### src/rtl/candy_pkg.sv
// Shared constants for the candy vending controller: state encodings,
// coin codes and small decode helpers used by the controller.
package candy_pkg;

    localparam logic [2:0] S0  = 3'b000;
    localparam logic [2:0] S5  = 3'b001;
    localparam logic [2:0] S10 = 3'b010;
    localparam logic [2:0] S15 = 3'b011;
    localparam logic [2:0] S20 = 3'b100;

    localparam logic [1:0] COIN_NONE = 2'b00;
    localparam logic [1:0] COIN_5    = 2'b01;
    localparam logic [1:0] COIN_10   = 2'b10;
    localparam logic [1:0] COIN_BAD  = 2'b11;

    // Dispense is asserted only in the two states where credit reached the price.
    function automatic logic is_dispense(input logic [2:0] st);
        logic hit;
        case (st)
            S15:     hit = 1'b1;
            S20:     hit = 1'b1;
            default: hit = 1'b0;
        endcase
        return hit;
    endfunction

    // Even parity over a state code, handy for observation/debug checkers.
    function automatic logic state_parity(input logic [2:0] st);
        return ^st;
    endfunction

endpackage

### src/rtl/candy_1007.sv
// Moore candy vending controller: accumulates 5/10 unit coins toward a
// 15 unit price and strobes `out` for each candy, carrying a 5 unit overpay.
module candy_1007
    import candy_pkg::*;
(
    input  logic       clk,
    input  logic       reset,
    input  logic [1:0] in,
    output logic       out,
    output logic [2:0] pre_s,
    output logic [2:0] next_s
);

    // State register; reset wins over any coin presented in the same cycle.
    always_ff @(posedge clk) begin
        if (reset) begin
            pre_s <= S0;
        end else begin
            pre_s <= next_s;
        end
    end

    // Next-state logic; dispense states first consume the price, then add the coin.
    always_comb begin
        next_s = S0;
        case (pre_s)
            S0: begin
                case (in)
                    COIN_5:  next_s = S5;
                    COIN_10: next_s = S10;
                    default: next_s = S0;
                endcase
            end
            S5: begin
                case (in)
                    COIN_5:  next_s = S10;
                    COIN_10: next_s = S15;
                    default: next_s = S5;
                endcase
            end
            S10: begin
                case (in)
                    COIN_5:  next_s = S15;
                    COIN_10: next_s = S20;
                    default: next_s = S10;
                endcase
            end
            S15: begin
                case (in)
                    COIN_5:  next_s = S5;
                    COIN_10: next_s = S10;
                    default: next_s = S0;
                endcase
            end
            S20: begin
                case (in)
                    COIN_5:  next_s = S10;
                    COIN_10: next_s = S15;
                    default: next_s = S5;
                endcase
            end
            default: begin
                next_s = S0;
            end
        endcase
    end

    // Moore output: decoded from the registered state only; illegal codes give 0.
    always_comb begin
        out = 1'b0;
        if (is_dispense(pre_s)) begin
            out = 1'b1;
        end else begin
            out = 1'b0;
        end
    end

endmodule

### config.mk
export PLATFORM = sky130hd
export DESIGN_NAME = candy_1007
export DESIGN_NICKNAME = d
export VERILOG_FILES = /design/src/rtl/candy_pkg.sv /design/src/rtl/candy_1007.sv
export SDC_FILE = /design/constraint.sdc
export NUM_CORES = 1
export LEC_CHECK = 0
export ABC_AREA = 1
export CORE_AREA = 2 2 39 41
export DETAILED_ROUTE_END_ITERATION = 8
export DIE_AREA = 0 0 41 43
export GPL_ROUTABILITY_DRIVEN = 0
export PLACE_DENSITY = 0.46
export SLEW_MARGIN = 20
export SYNTH_ARGS = -nofsm -noshare
export SYNTH_HDL_FRONTEND = slang
export SYNTH_SLANG_ARGS = --single-unit
### constraint.sdc
create_clock -name clk -period 1.2 [get_ports clk]
set_clock_uncertainty 0.15 [all_clocks]
set_input_delay 0.3 -clock clk [delete_from_list [all_inputs] [get_ports clk]]
set_output_delay 0.3 -clock clk [all_outputs]
set_load 0.005 [all_outputs]
==> metrics.csv <==
stage,metric,value,unit
clock_network,htree depth,1,
floorplanning,core area,0.00138,mm2
cells_and_area,Nets,65,
logic_synthesis,Seq cells post-synth,3,
setup_path,Worst EP required,750,ps
timing,fin crit share,130,%
detailed_routing,Initial DRC Count,6,
detailed_routing,WL/cell,8.53,um
setup_path,critical path type,reg -> out,
min_path,Hold Path End,pre_s[2],
setup_path,Reg-to-Reg Start,pre_s[1],
floorplanning,row cnt,14,
global_routing,gr ovfl total,0,
timing,Setup WS post-layout,-360,ps
min_path,Worst Hold Class,reg -> reg,
clock_network,hold_buf cts,0,
clock_network,"Clk pin slew, worst setup/hold paths",40,ps
timing,pins over their slew limit,0,
clock_network,CTS root buf,clkbuf_4,
setup_path,"setup slack, reg-to-reg",20,ps
clock_network,clock tree buffer depth,2,
setup_path,startpoint types,flip-flop,
setup_path,crit-path max FO,4,
min_path,worst hold path startpoint,pre_s[2],
timing,RSZ-0062 raised after global routing,yes,
global_routing,number of global-route vias before repair,241,
cells_and_area,area growth from synthesis to layout,107,%
min_path,Cells on Worst Hold Path,3,
logic_synthesis,"Cell Area, Synth",238,um2
detailed_routing,DRT Pass-1 Iters,4,
cells_and_area,post-layout util,35.5,%
timing,Worst Max-Slew Pin Slew,172,ps
logic_synthesis,share of the synthesized area in the top cell type,25.3,%
detailed_routing,residual DRC count,0,
logic_synthesis,cells taking the most area after synthesis,"dfxtp_1, ha_1, inv_1",
pwr,PwrDens,917,mW/mm2
cells_and_area,fin area,492,um2
logic_synthesis,most common cell in the synthesized netlist,inv_1,
placed_design,DP Wirelength,420,um
floorplanning,Die Wd,41,um
floorplanning,Top Ports,11,
logic_synthesis,Mapped Avg Cell Area,6.79,um2
placed_design,IO Port Bufs,10,
clock_network,total CTS buffers,3,
cells_and_area,Largest Register,pre_s,
setup_path,reg2reg end,pre_s[0],
detailed_routing,via count,287,
timing,fin crit period,1560,ps
logic_synthesis,YS warnings,0,
logic_synthesis,library cells used by synthesis,15,
setup_path,Setup crit end kind,output port,
detailed_routing,Total Routed Length,623,um
floorplanning,die height,43,um
setup_path,Critical Path AT,1110,ps
logic_synthesis,syn nets,42,
logic_synthesis,cell taking the most area after synthesis,dfxtp_1,
outcome,outcome,"finished, violations left",
cells_and_area,Ant. Diodes,0,
cells_and_area,max FFs per register,3,
logic_synthesis,top post-synthesis cells by count,"inv_1, nand2_1, dfxtp_1, ha_1, nor2_1",
logic_synthesis,post-synthesis sequential area ratio,25.3,%
setup_path,Reg2Reg Depth,5,
timing,TNS Setup,-1380,ps
detailed_routing,ANT nets after route,0,
global_routing,largest net degree at the start of global routing,6,
global_routing,global-route wire length before repair,924,um
clock_network,worst skew pair latency,230,ps
placed_design,DP Area,422,um2
outcome,failing checks,negative setup slack,
pwr,Lkg Pwr,0.246,nW
floorplanning,initial core utilization,17.2,%
logic_synthesis,Main synth FF type,dfxtp_1,
logic_synthesis,Synth Instances,35,
logic_synthesis,Post-synth ARST share,0,%
floorplanning,DIE AREA,0.00176,mm2
global_routing,antenna violations before repair,0,
flow_run,max cap viols,0,
timing,Slew HR,88.5,%
logic_synthesis,Post-synth EDFFs,0,
timing,Setup Viol. Count Final,6,
detailed_routing,Vias/cell,3.93,
pwr,maximum vdd drop,0.407,mV
clock_network,TritonCTS clock tree,built,
timing,final hold viol count,0,
cells_and_area,share of layout cells above drive strength 1,66.7,%
clock_network,Clock Sinks,3,
cells_and_area,Regs by FF count,pre_s x3,
timing,fmax,641,MHz
global_routing,GRT Overall Usage,7.92,%
## power breakdown
group	leakage, nW	switching (mW)	internal (mW)
combinational	0.204	0.0691	0.0859
sequential	0.0267	0.0140	0.106
clock	0.0150	0.0510	0.125
total	0.246	0.134	0.317
## kinds of logic (layout without fill, tap and decap cells)
logic type	count (synthesis)	after routing	synth area share (%)
adder cells (fa/ha/maj)	3	3	15.8
flip-flops	3	3	25.3
AO/OA/AOI/OAI	5	5	13.2
buffers and inverters	10	32	15.8
AND/OR/NAND/NOR	14	14	30.0
## metal layers
layer | part of all wire, % | wire [um] | up-vias | track usage, %
met5 | 0 | 0 | - | 0
met4 | 2.7 | 17 | 0 | 6.00
met3 | 3.2 | 20 | 2 | 0
met2 | 52 | 326 | 7 | 12.8
met1 | 42 | 259 | 124 | 9.29
li1 | - | - | 154 | -
## worst max-delay path, stage by stage (launching register included)
cell     delay, ps
dfxtp_4        350
o21ai_4        150
buf_6          130
o21ai_4         50
nor2_1          80
buf_2          110
## repair_timing
item	4_1_cts	5_1_grt
gates resized for setup	45	11
buffers inserted	2	1
endpoints found under the setup margin	10	7
pin swaps	3	3
endpoints found under the hold margin	0	0
## metrics by stage
step                      hold WS (ps)  cells  setup slack (ps)  power, mW
after floorplan                    212     35              3.95      0.176
after global placement             468     67             -1070      0.261
after detailed placement           456     67             -1060      0.260
after CTS                          417     73              -356      0.434
after global routing               472     73              -430      0.485
final                              432     73              -360      0.451
## how the worst max path moves through the flow
stage,start,to,slack [ps]
final,pre_s[1],next_s[0],-360
after global routing,pre_s[1],next_s[0],-430
after CTS,pre_s[0],next_s[0],-360
after detailed placement,in[0],next_s[1],-1060
after global placement,in[0],next_s[1],-1070
after floorplan,in[0],next_s[1],4
## placed cells by master (no fill, tap or decap)
cell,instances
ha_1,2
nand4_1,1
dfxtp_4,3
nand2_1,4
inv_2,4
nand3_2,3
buf_6,5
clkbuf_1,1
a21boi_2,1
ha_4,1
inv_1,6
nor2_1,2
buf_2,8
a21oi_1,1
buf_4,4
nor3_1,1
nand2_2,1
clkbuf_4,3
nor2_2,1
nor3_4,1
o21ai_4,2
clkdlybuf4s50_1,1
a21oi_2,1
## cell type report
cell class / count / area [um2]
fill: 151 / 892
timing repair buffer: 18 / 136
clock buffer: 4 / 26.3
tap: 16 / 20.0
multi-input combinational: 22 / 200
sequential: 3 / 71.3
inverter: 10 / 37.5
Note: power is estimated with default switching activity, not from simulation.
==> RTL change (same settings) <==
Make the reset (`reset`) asynchronous in one clocked block.
--- a/src/rtl/candy_1007.sv
+++ b/src/rtl/candy_1007.sv
@@ -12,7 +12,7 @@
 );
 
     // State register; reset wins over any coin presented in the same cycle.
-    always_ff @(posedge clk) begin
+    always_ff @(posedge clk or posedge reset) begin
         if (reset) begin
             pre_s <= S0;
         end else begin
Formal check against the unedited RTL: differs if reset is asserted again (counterexample within 4 cycles, from zero or initial values and one cycle with reset high); with reset held inactive, the same outputs for 10 cycles.
==> RTL change against the unedited design <==
Design area grew 4.6%; via count up 0.70%; the run still ends with setup timing left; setup slack got worse by 0.13 ns; sequential cell count unchanged; wire length increased by 18%; area after synthesis shrank 3.7%.
Power is not compared: it rests on default switching activity, and its combinational part moved more than twofold at a synthesized area within 25%.
==> RTL change: results <==
INSERT INTO impl_metrics (metric_group, metric, value, unit) VALUES
('timing', 'final_critical_path_setup_slack', '-0.494', 'ns'),
('layout', 'fraction_of_final_layout_cells_sized_beyond_drive_strength_1', '0.684', ''),
('outcome', 'run_status', 'finished, violations left', ''),
('grt', 'wire_length_of_the_first_global_routing_pass', '1.14', 'mm'),
('synth', 'asr_flop_ratio_synth', '1.00', ''),
('route', '1st_pass_router_iterations', '2', ''),
('timing', 'setup_tns', '-2.77', 'ns'),
('place', 'post-dp-hpwl', '440', 'µm'),
('outcome', 'failing_checks', 'setup timing', ''),
('synth', 'seq_area_frac_synth', '0.328', ''),
('place', 'place_area', '407', 'µm²'),
('layout', 'synthToLayoutAreaGrowth', '125', '%'),
('place', 'place_worst_setup_slack', '-1.11', 'ns'),
('timing', 'setup-violations-final', '9', ''),
('synth', 'synthTopCellsByArea', 'sky130_fd_sc_hd__dfrtp_1 33%, sky130_fd_sc_hd__ha_1 16%, sky130_fd_sc_hd__inv_1 11%, sky130_fd_sc_hd__nand2_1 8.2%, sky130_fd_sc_hd__nand3_1 4.4%', ''),
('grt', 'grt_use_total', '0.106', ''),
('route', 'm1WireLength', '262', 'µm'),
('route', 'drt_iter0_drc', '2', ''),
('route', 'detailroute.via_count', '289', ''),
('grt', 'first_global_vias', '284', '');
## RTL change: final timing paths
check / startpoint / end / slack, ns / cells past startpoint
setup / recovery: pre_s[1] / out / -0.49 / 6
hold / removal: reset / pre_s[2] / 0.08 / 2
setup reg to reg: pre_s[0] / pre_s[1] / -0.14 / 7
hold reg to reg: pre_s[2] / pre_s[2] / 0.53 / 2
max in group asynchronous: reset / pre_s[1] / 0.68 / 2
min in group clk: in[0] / pre_s[0] / 0.53 / 6
## RTL change: metal layers
layer,up-vias,track usage
met3,3,0.0314
met4,0,0.120
met5,-,0
met2,12,0.169
li1,148,-
met1,126,0.0871
## RTL change: cell type report
type	count	area share
Timing Repair Buffer	22	0.341
Clock buffer	4	0.0511
Multi-Input combinational cell	19	0.350
Sequential cell	3	0.153
Inverter	9	0.0657
Tap cell	16	0.0389
## RTL change: cells by family (layout without fill, tap and decap cells)
family          Yosys count  count (layout)
simple gates             12              12
buf+inv                   9              35
compound gates            4               4
fa+ha+maj                 3               3
flops                     3               3
